`src/rtl/jcu_pkg.sv`:
```
// Shared constants for the jump control unit: ALU opcodes, condition codes,
// load-source codes, control-word bit positions and the NOP word.
package jcu_pkg;

    localparam int CW_W = 55;

    localparam logic [3:0] ALU_LEFT = 4'h0;
    localparam logic [3:0] ALU_IADD = 4'h1;

    localparam logic [1:0] COND_Z = 2'h0;
    localparam logic [1:0] COND_S = 2'h1;
    localparam logic [1:0] COND_O = 2'h2;
    localparam logic [1:0] COND_E = 2'h3;

    localparam logic [1:0] LD_NONE = 2'b00;
    localparam logic [1:0] LD_PC   = 2'b01;

    // Control-word field positions, MSB first.
    localparam int PC_INC_BIT  = 54;
    localparam int OP_HI       = 53;
    localparam int OP_LO       = 50;
    localparam int A_ALT_HI    = 49;
    localparam int A_ALT_LO    = 34;
    localparam int B_ALT_HI    = 33;
    localparam int B_ALT_LO    = 18;
    localparam int A_SEL_HI    = 17;
    localparam int A_SEL_LO    = 14;
    localparam int B_SEL_HI    = 13;
    localparam int B_SEL_LO    = 10;
    localparam int A_SRC_BIT   = 9;
    localparam int B_SRC_BIT   = 8;
    localparam int OUT_SEL_HI  = 7;
    localparam int OUT_SEL_LO  = 4;
    localparam int LD_HI       = 3;
    localparam int LD_LO       = 2;
    localparam int STK_BIT     = 1;
    localparam int MEM_BIT     = 0;

    localparam logic [CW_W-1:0] CW_NOP = {1'b1, {(CW_W-1){1'b0}}};

    function automatic logic [CW_W-1:0] pack_word(
        input logic        pc_inc,
        input logic [3:0]  op,
        input logic [15:0] a_alt,
        input logic [15:0] b_alt,
        input logic [3:0]  a_sel,
        input logic [3:0]  b_sel,
        input logic        a_src,
        input logic        b_src,
        input logic [3:0]  out_sel,
        input logic [1:0]  load_src,
        input logic        stk,
        input logic        mem
    );
        return {pc_inc, op, a_alt, b_alt, a_sel, b_sel, a_src, b_src,
                out_sel, load_src, stk, mem};
    endfunction

endpackage

```
`src/rtl/jcu_word_unpack.sv`:
```
// Purely combinational split of a 55-bit ALU/PC control word into its fields;
// usable by any decoder that emits the same word layout.
module jcu_word_unpack
    import jcu_pkg::*;
(
    input  logic [CW_W-1:0] word,
    output logic            program_counter_increment,
    output logic [3:0]      alu_op,
    output logic [15:0]     alu_a_altern,
    output logic [15:0]     alu_b_altern,
    output logic [3:0]      alu_a_select,
    output logic [3:0]      alu_b_select,
    output logic            alu_a_source,
    output logic            alu_b_source,
    output logic [3:0]      alu_out_select,
    output logic [1:0]      alu_load_src,
    output logic            alu_store_to_stk,
    output logic            alu_store_to_mem
);

    assign program_counter_increment = word[PC_INC_BIT];
    assign alu_op           = word[OP_HI:OP_LO];
    assign alu_a_altern     = word[A_ALT_HI:A_ALT_LO];
    assign alu_b_altern     = word[B_ALT_HI:B_ALT_LO];
    assign alu_a_select     = word[A_SEL_HI:A_SEL_LO];
    assign alu_b_select     = word[B_SEL_HI:B_SEL_LO];
    assign alu_a_source     = word[A_SRC_BIT];
    assign alu_b_source     = word[B_SRC_BIT];
    assign alu_out_select   = word[OUT_SEL_HI:OUT_SEL_LO];
    assign alu_load_src     = word[LD_HI:LD_LO];
    assign alu_store_to_stk = word[STK_BIT];
    assign alu_store_to_mem = word[MEM_BIT];

endmodule

```
`src/rtl/jump_control_unit.sv`:
```
// Conditional-jump decoder: one registered stage from instruction + flags to
// control word. Define JCU_ERROR_COND_EN to make cond 11 test errorbit[t].
module jump_control_unit
    import jcu_pkg::*;
#(
    parameter int REG_COUNT = 16,
    parameter int SEL_W     = 4
) (
    input  logic                 clk,
    input  logic                 rst,
    input  logic                 instr_valid,
    input  logic [11:0]          instruction,
    input  logic [REG_COUNT-1:0] zeroflag,
    input  logic [REG_COUNT-1:0] signflag,
    input  logic [REG_COUNT-1:0] overflow,
    input  logic [REG_COUNT-1:0] errorbit,
    output logic [CW_W-1:0]      control_word,
    output logic                 program_counter_increment,
    output logic [3:0]           alu_op,
    output logic [15:0]          alu_a_altern,
    output logic [15:0]          alu_b_altern,
    output logic [3:0]           alu_a_select,
    output logic [3:0]           alu_b_select,
    output logic                 alu_a_source,
    output logic                 alu_b_source,
    output logic [3:0]           alu_out_select,
    output logic [1:0]           alu_load_src,
    output logic                 alu_store_to_stk,
    output logic                 alu_store_to_mem
);

    // Valid-only input: no ready/stall, a word is registered every cycle and
    // instr_valid = 0 registers the NOP word.
    logic             offset;
    logic             invert;
    logic [1:0]       cond;
    logic [SEL_W-1:0] test_idx;
    logic [SEL_W-1:0] reg_idx;
    logic             flag;
    logic             take;
    logic [CW_W-1:0]  next_word;

    assign offset   = instruction[11];
    assign invert   = instruction[10];
    assign cond     = instruction[9:8];
    assign test_idx = instruction[4 +: SEL_W];
    assign reg_idx  = instruction[0 +: SEL_W];

`ifndef JCU_ERROR_COND_EN
    logic unused_errorbit;
    assign unused_errorbit = ^errorbit;
`endif

    always_comb begin
        flag = 1'b0;
        case (cond)
            COND_Z: flag = zeroflag[test_idx];
            COND_S: flag = signflag[test_idx];
            COND_O: flag = overflow[test_idx];
            COND_E: begin
`ifdef JCU_ERROR_COND_EN
                flag = errorbit[test_idx];
`else
                // Without error tracking cond 11 is an always-true test.
                flag = 1'b1;
`endif
            end
            default: flag = 1'b0;
        endcase
    end

    assign take = flag ^ invert;

    always_comb begin
        next_word = CW_NOP;
        if (instr_valid) begin
            next_word = pack_word(~take,
                                  offset ? ALU_IADD : ALU_LEFT,
                                  16'h0, 16'h0,
                                  4'(reg_idx), 4'h0,
                                  1'b0, 1'b0,
                                  4'h0,
                                  take ? LD_PC : LD_NONE,
                                  1'b0, 1'b0);
        end
    end

    always_ff @(posedge clk or posedge rst) begin
        if (rst) begin
            control_word <= CW_NOP;
        end else begin
            control_word <= next_word;
        end
    end

    jcu_word_unpack u_unpack (
        .word                      (control_word),
        .program_counter_increment (program_counter_increment),
        .alu_op                    (alu_op),
        .alu_a_altern              (alu_a_altern),
        .alu_b_altern              (alu_b_altern),
        .alu_a_select              (alu_a_select),
        .alu_b_select              (alu_b_select),
        .alu_a_source              (alu_a_source),
        .alu_b_source              (alu_b_source),
        .alu_out_select            (alu_out_select),
        .alu_load_src              (alu_load_src),
        .alu_store_to_stk          (alu_store_to_stk),
        .alu_store_to_mem          (alu_store_to_mem)
    );

endmodule

```
`config.mk`:
```
export PLATFORM = sky130hd
export DESIGN_NAME = jump_control_unit
export DESIGN_NICKNAME = d
export VERILOG_FILES = /design/src/rtl/jcu_pkg.sv /design/src/rtl/jcu_word_unpack.sv /design/src/rtl/jump_control_unit.sv
export SDC_FILE = /design/constraint.sdc
export NUM_CORES = 1
export LEC_CHECK = 0
export BUFFER_PORTS_ARGS = -buffer_cell sky130_fd_sc_hd__clkbuf_2
export CAP_MARGIN = 10
export CORE_MARGIN = 2
export CORE_UTILIZATION = 29
export DETAILED_ROUTE_END_ITERATION = 12
export PLACE_DENSITY = 0.85
export SYNTH_ARGS = -nofsm -noshare
export SYNTH_HDL_FRONTEND = slang
export SYNTH_SLANG_ARGS = --single-unit
```
`constraint.sdc`:
```
create_clock -name clk -period 0.8 [get_ports clk]
set_input_delay 0.04 -clock clk [delete_from_list [all_inputs] [get_ports clk]]
set_output_delay 0.04 -clock clk [all_outputs]
set_load 0.05 [all_outputs]
```
Word-level counts from Yosys, hierarchy flattened
Index checks and enable logic that the tools add are counted.

Bits in registers: 55. Logic and storage cells: 18. Input bits: 79. Output and inout port bits: 110.

Equal/unequal tests: 3. Bitwise logic cells: 2. Magnitude comparators: 1. Reductions and logical operators: 1. Mux-type cells: 10.

Operator list (count): $mux W55 (1); $bmux W1 S4 (3); $lt A4 B5 Y1 const B (1); $mux W1 (5); $eq A2 B2 Y1 const B (2); $pmux W1 S4 (1); $eq A2 B1 Y1 const B (1); $logic_not A2 Y1 (1); $not A1 Y1 (1); $xor A1 B1 Y1 (1).

Depth between registers and ports, before layout
Gate-level depths: netlist (run 1).

Depth after elaboration: 6. Gate-level depth with buffers: 8. Depth with buffers taken out: 6.

Cells and area by module
From an unflattened synthesis (run 1), not the netlist that was laid out.

Cell total of the unflattened synthesis: 174. Area, all modules: 1483.9 um^2.

Modules (own cells, without submodules): jump_control_unit (times used 1, seq. area each 176.4 um^2, cells each 119, area an instance 1071.0 um^2); jcu_word_unpack (times used 1, seq. area each 0.0 um^2, cells each 55, area an instance 412.9 um^2).

Worst setup path before layout (run 1)
OpenSTA, ideal clock, no wires.

Path type: input to register. Start: in instruction[4]. End: reg control_word[2]. Stages: 6. Required time: 0.672 ns. Path slack: -1.094 ns. Path buffers: 1. Arrival time: 1.767 ns. Setup time: 0.128 ns. Cell sequence: buf_6 mux4_2 mux2_2 or3_1 a31oi_2 mux2_1.

Cells in the longest elaborated chain, start to end: 6. Elaborated cells on any way between the ends: 10. Those cells by class: mux (9); bitwise (1).

RTL lines: start, declared (line jump_control_unit.sv:12) `input logic [11:0] instruction,`; $bmux W1 S4 (on tied branches) (line jump_control_unit.sv:59, jump_control_unit.sv:57, jump_control_unit.sv:58); $mux W1 (on tied branches) (line jump_control_unit.sv:59, jump_control_unit.sv:57, jump_control_unit.sv:58); $pmux W1 S4 (*) (line jump_control_unit.sv:56) `case (cond)`; $xor A1 B1 Y1 (*) (line jump_control_unit.sv:72) `assign take = flag ^ invert;`; $mux W1 (*) (line jump_control_unit.sv:83) `take ? LD_PC : LD_NONE,`; $mux W55 (*) (line jump_control_unit.sv:76) `if (instr_valid) begin`; net next_word[2] (line jump_control_unit.sv:41) `logic [CW_W-1:0] next_word;`; end signal, assigned (line jump_control_unit.sv:92) `control_word <= next_word;`; end, declared (line jump_control_unit.sv:17) `output logic [CW_W-1:0] control_word,`.

Mark *: on every way through the listed nets, which the timed path passes. The rest lies on a longest branch. The select of a mux whose other input is x is not followed.

Worst setup path after layout (run 1)
Same ends and word-level chain as after synthesis.

==> results.sh, run 1 <==
export IMPL_place_port_buffers=76
export IMPL_timing_final_ws_setup_ns=-0.8418
export IMPL_syn_area_sq_mm=0.001475
export IMPL_die_w_um=75.32
export IMPL_area_growth_pct=20.53
export IMPL_synthTopCellsByArea="buf_4, mux2i_1, dfrtp_1"
export IMPL_regMostFlops="control_word"
export IMPL_vias_per_cell=3.533
export IMPL_cts_tree="built"
export IMPL_ant_nets=0
export IMPL_fin_crit_sh_pct=205.2
export IMPL_path_clk_slew_ns=0.04
export IMPL_die_area_sq_mm=0.005673
export IMPL_ir_drop_mv=0.5196
export IMPL_nets=328
export IMPL_end_kind="flop"
export IMPL_n_fill_cell=500
export IMPL_maxClockFrequency_mhz=609.1
export IMPL_grt_pass1_wl_mm=3.670
export IMPL_diodes=0
export IMPL_avgSynthCellArea_sq_um=8.527
export IMPL_path_class="in2reg"
export IMPL_antenna_found_initial=0
export IMPL_finalMaxSlewViolations=0
export IMPL_biggestRegsByFlops="control_word (7)"
export IMPL_status="finished with violations"
export IMPL_cpMostUsedCell="mux2_4"
export IMPL_post_route_cell_area_sq_mm=0.001778
export IMPL_rows=25
export IMPL_finalSetupViolCount=16
export IMPL_clk_path_buf_depth=2
export IMPL_slowest_delay_ns=0.50
export IMPL_placeableCoreArea_sq_mm=0.004817
export IMPL_dp_hpwl_mm=2.607
export IMPL_multi_input_area_sq_um=877.1
export IMPL_failed_checks="negative setup slack"
export IMPL_finalSetupTns_ns=-2.450
export IMPL_largest_reg_flops=7
export IMPL_cts_inserted_buffers=3
export IMPL_synth_top_cell_by_area="buf_4"
export IMPL_placed_area_sq_mm=0.001535
export IMPL_cp_max_fo=3
export IMPL_layout_commonest_cell="conb_1"
export IMPL_ioPinCount=189
export IMPL_layout_common_cells="conb_1, clkbuf_2, mux2i_1, buf_8, and2_1"
export IMPL_syn_instance_count=173
export IMPL_vias=1113
export IMPL_post_place_cells=309
export IMPL_cap_violations=0
export IMPL_crit_buf_inv=1
export IMPL_regArea_sq_um=182.7
export IMPL_cp_required_ns=0.90
export IMPL_synth_seq_cells=7
export IMPL_power_total_w=0.002657
export IMPL_grt_overflow=0
export IMPL_synth_cell_types=24
export IMPL_wl_mm=2.983
export IMPL_final_util_pct=36.91
export IMPL_layout_cells_non_filler=315
export IMPL_ys_warnings_count=0
export IMPL_drcViolationCount=0
export IMPL_power_density_mw_per_mm2=1495
export IMPL_synth_top_area_share_pct=52.42
export IMPL_drt_first_pass_iters=4
export IMPL_ys_seq_area_share_pct=11.96
export IMPL_htree_levels=1
export IMPL_cts_root_buffer_cell="clkbuf_8"
export IMPL_start_util_pct=30.62
export IMPL_drive_gt1_share_pct=39.11
export IMPL_cp_arrival_ns=1.74
export IMPL_crit_path_top_delay_cell="mux4_2"
export IMPL_grt_max_degree=19
export IMPL_rsz0062_at_grt="yes"
export IMPL_hold_violations=0
export IMPL_crit_chain="buf_8 > mux4_2 > mux2_4 > or3_4 > a31oi_4 > mux2_4"
export IMPL_path_delay_family="multiplexers"
export IMPL_globalRouteTotalUtil_pct=8.304
export IMPL_place_congestion=0.8574
export IMPL_cts_sinks=7
export IMPL_die_y_um=75.32
export IMPL_first_global_vias=897
export IMPL_startpoint_type="input port"
export IMPL_fin_crit_ns=1.642
export IMPL_wire_per_inst_um=9.470
export IMPL_min_path_type="in2reg"
export IMPL_drt_iter0_markers=13
export IMPL_p_leak_nw=1.027
## kinds of logic (layout without fill, tap and decap cells)
kind of cell,Yosys count,count (layout),share of synthesized area [%]
compound gates,9,9,4.750
buf+inv,107,87,54.03
flops,7,7,11.96
mux,24,24,20.10
other cells,1,96,0.2542
simple gates,25,25,8.907
## power by group
group	internal [W]	switching, W
combinational	0.000407	0.00136
sequential	0.000386	0.0000326
clock	0.000343	0.000131
total	0.00114	0.00152
## Yosys cell counts
master,n
dfrtp_1,6
mux2_2,1
inv_1,2
dfstp_2,1
nand2_1,6
buf_4,103
a2111oi_0,2
mux4_1,1
mux4_2,3
mux2_1,1
mux2i_1,18
nand4_1,1
conb_1,1
or3_1,1
buf_2,1
buf_6,1
and2_1,7
nor2_1,2
nand3_1,4
a21oi_1,2
nand2b_1,1
nor2b_1,3
a31oi_2,1
a22oi_1,4
## final timing paths
path,start,endpoint,cells after the start
worst min-delay path,instruction[2],control_word[16]$_DFF_PP0_,2
max in group asynchronous,rst,control_word[54]$_DFF_PP1_,3
min in group asynchronous,rst,control_word[2]$_DFF_PP0_,3
worst max-delay path,instruction[4],control_word[2]$_DFF_PP0_,6
## through the flow
| stage | setup WS [ns] | hold slack [ns] |
|---|---|---|
| global route | -0.8733 | 0.03474 |
| floorplan | -1.027 | -0.1577 |
| CTS | -0.8562 | 0.03206 |
| global placement | -1.168 | -0.04827 |
| detailed placement | -1.183 | -0.04852 |
| finish | -0.8418 | 0.03421 |
## per-layer routing
metal / vias up / track usage, % / share of wire [%]
met5: - / 0 / 0
met4: 0 / 4.678 / 1.1
met3: 2 / 0.9259 / 10
met2: 77 / 17.29 / 61
met1: 512 / 7.518 / 28
li1: 522 / - / -
## layout make-up
cell class                 count  share of cell area [%]
tap                           67                   4.715
clock buffer                   4                   2.533
multi-input combinational    154                   49.33
sequential                     7                   10.27
inverter                       2                  0.4222
timing repair buffer          81                   32.72
## repair_timing
item	in CTS	in global routing
setup buffers	1	0
pin swaps	1	1
endpoints found under the hold margin	7	0
hold buffers	1	0
setup endpoints to repair	16	16
resized for setup	35	18
No activity file was read; power rests on OpenSTA's default activity.
==> run 2: changes to the inputs <==
--- a/config.mk
+++ b/config.mk
@@ -5,12 +5,14 @@
 export SDC_FILE = /design/constraint.sdc
 export NUM_CORES = 1
 export LEC_CHECK = 0
+export ABC_AREA = 1
 export BUFFER_PORTS_ARGS = -buffer_cell sky130_fd_sc_hd__clkbuf_2
 export CAP_MARGIN = 10
 export CORE_MARGIN = 2
-export CORE_UTILIZATION = 29
+export CORE_UTILIZATION = 32
 export DETAILED_ROUTE_END_ITERATION = 12
-export PLACE_DENSITY = 0.85
+export PLACE_DENSITY = 0.87
 export SYNTH_ARGS = -nofsm -noshare
 export SYNTH_HDL_FRONTEND = slang
+export SYNTH_HIERARCHICAL = 1
 export SYNTH_SLANG_ARGS = --single-unit
==> run 2 against run 1 <==
Against the previous run: the flow still finishes with violations (negative setup slack); critical path depth up 5; non-clock buffer count up 4; area after synthesis up 15%; sequential share of layout area down 1.2 points; largest power group unchanged.
==> results.sh, run 2 <==
export IMPL_status="finished with violations"
export IMPL_failed_checks="negative setup slack"
export IMPL_syn_instance_count=270
export IMPL_min_path_type="in2reg"
export IMPL_maxClockFrequency_mhz=988.9
export IMPL_power_switching_w=0.001633
export IMPL_endpoint="control_word[2]$_DFF_PP0_"
export IMPL_vias=1528
export IMPL_cts_inserted_buffers=3
export IMPL_ys_seq_area_share_pct=10.36
export IMPL_rsz0062_at_grt="yes"
export IMPL_first_global_vias=1224
export IMPL_grt_max_degree=24
export IMPL_n_fill_cell=548
export IMPL_synthTopCellsByArea="buf_4, nand2_1, nand3_1"
export IMPL_ir_drop_mv=0.4765
export IMPL_ys_warnings_count=6
export IMPL_synth_top_cell_by_area="buf_4"
export IMPL_pre_cts_ws_ns=-0.5123
export IMPL_async_flop_share_pct=100.0
export IMPL_drt_first_pass_iters=6
export IMPL_ant_nets=0
export IMPL_die_y_um=76.95
export IMPL_nets=424
export IMPL_swShare_pct=59.08
export IMPL_globalRouteTotalUtil_pct=11.11
export IMPL_cp_max_fo=7
export IMPL_cap_violations=0
export IMPL_avgSynthCellArea_sq_um=6.307
export IMPL_drt_iter0_markers=46
export IMPL_startpoint_type="input port"
export IMPL_synthTopCellsByCount="buf_4, nand2_1, nand3_1"
export IMPL_synth_seq_cells=7
export IMPL_regMostFlops="control_word"
export IMPL_cp_arrival_ns=1.12
export IMPL_placeableCoreArea_sq_mm=0.005107
export IMPL_end_kind="flop"
export IMPL_grt_pass1_wl_mm=5.230
export IMPL_ioPinCount=189
export IMPL_cp_required_ns=0.91
export IMPL_synth_most_common_cell="buf_4"
export IMPL_clk_path_buf_depth=2
export IMPL_htree_levels=1
export IMPL_synth_edf_count=0
export IMPL_die_area_sq_mm=0.005921
export IMPL_dp_hpwl_mm=3.204
export IMPL_drive_gt1_share_pct=33.72
export IMPL_biggestRegsByFlops="control_word (7)"
export IMPL_die_w_um=76.95
export IMPL_finalSetupTns_ns=-1.247
export IMPL_yosys_most_used_dff="dfrtp_1"
export IMPL_layout_common_cells="conb_1, clkbuf_2, nand2_1, inv_1, nand3_1"
export IMPL_drcViolationCount=0
export IMPL_crit_start="instruction[4]"
export IMPL_cts_root_buffer_cell="clkbuf_8"
export IMPL_fin_crit_sh_pct=126.4
export IMPL_fin_crit_ns=1.011
export IMPL_timing_final_ws_setup_ns=-0.2113
export IMPL_grt_overflow=0
export IMPL_cts_tree="built"
export IMPL_hold_depth=3
export IMPL_syn_area_sq_mm=0.001703
export IMPL_seqPwrFrac_pct=15.1
export IMPL_vias_per_cell=3.691
export IMPL_start_util_pct=33.34
export IMPL_path_clk_slew_ns=0.04
export IMPL_p_leak_nw=1.313
export IMPL_power_density_mw_per_mm2=1372
export IMPL_finalMaxSlewViolations=0
export IMPL_largest_reg_flops=7
export IMPL_layout_commonest_cell="conb_1"
export IMPL_place_port_buffers=76
export IMPL_pwr_share_comb_pct=67.5
export IMPL_cts_sinks=7
export IMPL_antenna_found_initial=0
export IMPL_rows=26
export IMPL_hold_ws_ns=0.005572
export IMPL_finalSetupViolCount=16
export IMPL_wire_per_inst_um=9.130
export IMPL_synth_cell_types=18
export IMPL_hold_violations=0
export IMPL_diodes=0
export IMPL_wl_mm=3.780
export IMPL_path_class="in2reg"
export IMPL_clockPowerShare_pct=17.5
export IMPL_area_growth_pct=18.37
export IMPL_place_congestion=0.7518
export IMPL_intPower_w=0.001131
export IMPL_synth_top_area_share_pct=45.41
[run 2: final cells by class]
type                       count  area, sq um  share of cell area [%]
clock buffer                   4        45.04                   2.235
sequential                     7        182.7                   9.063
inverter                      34        140.1                   6.952
multi-input combinational    214        930.9                   46.18
tap                           70        87.58                   4.345
timing repair buffer          85        629.4                   31.22
[run 2: worst max-delay path, stage by stage]
cell and delay (ns):
clkbuf_16 0.15, buf_6 0.12, or2_1 0.20, nand3_1 0.06
nand3_1 0.07, nand3_1 0.08, nand2_1 0.07, nand2_2 0.09
nand4_1 0.12, nand2_1 0.08, nor2_1 0.04
[run 2: repair_timing]
| action | 4_1_cts | 5_1_grt |
|---|---|---|
| pin swaps | 13 | 16 |
| hold buffers | 1 | 0 |
| endpoints found under the setup margin | 16 | 16 |
| gates resized for setup | 37 | 24 |
| setup buffers | 0 | 0 |
| hold endpoints to repair | 7 | 0 |
| gates cloned | 0 | 0 |
[run 2: per-layer routing]
metal	global-route usage, %	wire length [um]
met1	11.57	1360
met2	22.28	2032
met3	1.882	359
met4	3.273	27
met5	0	0
[run 2: kinds of logic (layout without fill, tap and decap cells)]
family,Yosys count,in the layout,share of synthesized area (%)
buf+inv,144,123,57.68
flops,7,7,10.36
simple gates,118,118,31.74
other cells,1,96,0.2202
[run 2: worst min-delay path by stage]
| stage | start | endpoint | slack [ns] |
|---|---|---|---|
| finish | instruction[0] | control_word[14]$_DFF_PP0_ | 0.006 |
| global placement | rst | control_word[2]$_DFF_PP0_ | -0.06 |
| global route | instruction[11] | control_word[50]$_DFF_PP0_ | 0.02 |
| floorplan | rst | control_word[2]$_DFF_PP0_ | -0.16 |
| detailed placement | rst | control_word[2]$_DFF_PP0_ | -0.04 |
| CTS | instruction[0] | control_word[14]$_DFF_PP0_ | 0.003 |
[run 2: power groups by stage]
stage | Combinational, W | Sequential (W) | Clock (W)
2_1_floorplan | 0.00179 | 0.000485 | 0
3_3_place_gp | 0.00171 | 0.000402 | 0
3_5_place_dp | 0.00172 | 0.000403 | 0
4_1_cts | 0.00182 | 0.000405 | 0.000491
5_1_grt | 0.00196 | 0.000420 | 0.000521
6_report | 0.00187 | 0.000417 | 0.000482
[run 2: stage by stage]
| step | total power [W] | cell area (sq um) | instances | util, % |
|---|---|---|---|---|
| after global placement | 0.002109 | 1744 | 409 | 34.15 |
| after floorplan | 0.002273 | 2082 | 365 | - |
| after CTS | 0.002718 | 1963 | 414 | 38.44 |
| final | 0.002765 | 2016 | 414 | 39.47 |
| after global routing | 0.002898 | 2016 | 414 | 39.47 |
| after detailed placement | 0.002122 | 1744 | 409 | 34.15 |
==> run 3: changes to the inputs <==
--- a/config.mk
+++ b/config.mk
@@ -11,6 +11,7 @@
 export CORE_MARGIN = 2
 export CORE_UTILIZATION = 32
 export DETAILED_ROUTE_END_ITERATION = 12
+export MAX_ROUTING_LAYER = met4
 export PLACE_DENSITY = 0.87
 export SYNTH_ARGS = -nofsm -noshare
 export SYNTH_HDL_FRONTEND = slang
==> run 3 against run 2 <==
Against the previous run: the flow still finishes with violations (negative setup slack); clock power barely moved; die area did not move; sequential power barely moved; sequential share of layout area did not move; fmax fell by 0.65%; largest power group unchanged; sequential cell count did not move; design area did not move; final cell count did not move; worst hold slack did not move; utilization did not move.
==> results.sh, run 3 (same netlist as run 2, synthesis figures left out) <==
export IMPL_status="finished with violations"
export IMPL_failed_checks="negative setup slack"
export IMPL_use_met2_pct=22.37
export IMPL_intPower_w=0.001131
export IMPL_cts_root_buffer_cell="clkbuf_8"
export IMPL_globalRouteTotalUtil_pct=11.40
export IMPL_seqPwrFrac_pct=15.1
export IMPL_crit_path_top_delay_cell="or2_1"
export IMPL_cp_required_ns=0.91
export IMPL_maxClockFrequency_mhz=982.4
export IMPL_fin_crit_ns=1.018
export IMPL_fin_crit_sh_pct=127.2
export IMPL_cts_inserted_buffers=3
export IMPL_layout_commonest_cell="conb_1"
export IMPL_rows=26
export IMPL_crit_chain="clkbuf_16 > buf_6 > or2_1 > nand3_1 > nand3_1 > nand3_1 > nand2_1 > nand2_2 > nand4_1 > nand2_1 > nor2_1"
export IMPL_first_global_vias=1233
export IMPL_place_port_buffers=76
export IMPL_cts_sinks=7
export IMPL_wire_per_inst_um=9.121
export IMPL_regArea_sq_um=182.7
export IMPL_drcViolationCount=0
export IMPL_pwr_share_comb_pct=67.5
export IMPL_grt_max_degree=24
export IMPL_use_met1_pct=11.43
export IMPL_die_y_um=76.95
export IMPL_pre_cts_ws_ns=-0.5123
export IMPL_cap_violations=0
export IMPL_end_kind="flop"
export IMPL_min_path_type="in2reg"
export IMPL_largest_reg_flops=7
export IMPL_hold_depth=3
export IMPL_rsz0062_at_grt="yes"
export IMPL_power_density_mw_per_mm2=1372
export IMPL_slowest_delay_ns=0.20
export IMPL_cp_depth=11
export IMPL_clk_path_buf_depth=2
export IMPL_cts_setup_buffers=0
export IMPL_startpoint_type="input port"
export IMPL_path_class="in2reg"
export IMPL_met3_usage_pct=1.882
export IMPL_layout_common_cells="conb_1, clkbuf_2, nand2_1, inv_1, nand3_1"
export IMPL_p_leak_nw=1.313
export IMPL_cts_tree="built"
export IMPL_path_delay_family="simple AND/OR/NAND/NOR gates"
export IMPL_path_clk_slew_ns=0.04
export IMPL_antenna_found_initial=0
export IMPL_die_area_sq_mm=0.005921
export IMPL_post_place_cells=409
export IMPL_ir_drop_mv=0.4765
export IMPL_drt_first_pass_iters=6
export IMPL_timing_final_ws_setup_ns=-0.2179
export IMPL_ant_nets=0
export IMPL_placeableCoreArea_sq_mm=0.005107
export IMPL_cp_arrival_ns=1.13
export IMPL_regMostFlops="control_word"
export IMPL_swShare_pct=59.08
export IMPL_area_growth_pct=18.37
export IMPL_die_w_um=76.95
export IMPL_cpMostUsedCell="nand3_1"
export IMPL_start_util_pct=33.34
export IMPL_finalMaxSlewViolations=0
export IMPL_power_total_w=0.002765
export IMPL_diodes=0
export IMPL_dp_hpwl_mm=3.204
export IMPL_power_switching_w=0.001634
export IMPL_grt_pass1_wl_mm=5.230
export IMPL_finalSetupViolCount=16
export IMPL_biggestRegsByFlops="control_word (7)"
export IMPL_cp_max_fo=7
export IMPL_layout_cells_non_filler=414
export IMPL_vias=1525
export IMPL_ioPinCount=189
export IMPL_nets=424
export IMPL_drt_iter0_markers=36
export IMPL_gr_max_usage_layer="met2"
export IMPL_wl_mm=3.776
export IMPL_clockPowerShare_pct=17.4
export IMPL_place_congestion=0.7614
export IMPL_multi_input_area_sq_um=930.9
export IMPL_n_fill_cell=548
export IMPL_crit_buf_inv=2
export IMPL_grt_overflow=0
export IMPL_hold_violations=0
export IMPL_drive_gt1_share_pct=33.72
export IMPL_vias_per_cell=3.684
export IMPL_htree_levels=1
[run 3: cell counts in the layout (fill, tap and decap cells not counted)]
Identical to the previous run, type by type.
[run 3: cell type report]
class,instances,share of cell area (%)
tap,70,4.345
clock buffer,4,2.235
multi-input combinational,214,46.18
inverter,34,6.952
sequential,7,9.063
timing repair buffer,85,31.22
[run 3: power by group through the flow]
stage               sequential, W  combinational, W  clock [W]
floorplan                0.000485           0.00179          0
global route             0.000420           0.00196   0.000521
detailed placement       0.000403           0.00172          0
finish                   0.000417           0.00187   0.000482
CTS                      0.000405           0.00182   0.000491
global placement         0.000402           0.00171          0
[run 3: timing repair]
action / CTS / global route
pin swaps: 13 / 16
resized for setup: 37 / 24
cloned: 0 / 0
setup endpoints to repair: 16 / 16
hold buffers: 1 / 0
endpoints found under the hold margin: 7 / 0
[run 3: path summary, 6_finish.rpt]
kind,start,to,slack [ns]
min in group asynchronous,rst,control_word[2]$_DFF_PP0_,0.28
hold / removal,instruction[0],control_word[14]$_DFF_PP0_,0.006
max in group asynchronous,rst,control_word[54]$_DFF_PP1_,0.26
setup / recovery,instruction[4],control_word[2]$_DFF_PP0_,-0.22
[run 3: routing by layer]
layer / share of wire (%) / routed length (um) / up-vias
li1: - / - / 761
met1: 36 / 1377 / 661
met2: 54 / 2029 / 101
met3: 9.0 / 341 / 2
met4: 0.72 / 27 / 0
met5: 0 / 0 / -
[run 3: stage by stage]
step           area (sq um)  TNS (ns)  utilization (%)  hold slack [ns]
3_5_place_dp           1744    -1.016            34.15         -0.04202
2_1_floorplan          2082   -0.6316                -          -0.1577
3_3_place_gp           1744   -0.9273            34.15         -0.05545
4_1_cts                1963    -1.230            38.44         0.003003
5_1_grt                2016    -1.632            39.47          0.01581
6_report               2016    -1.261            39.47         0.005572
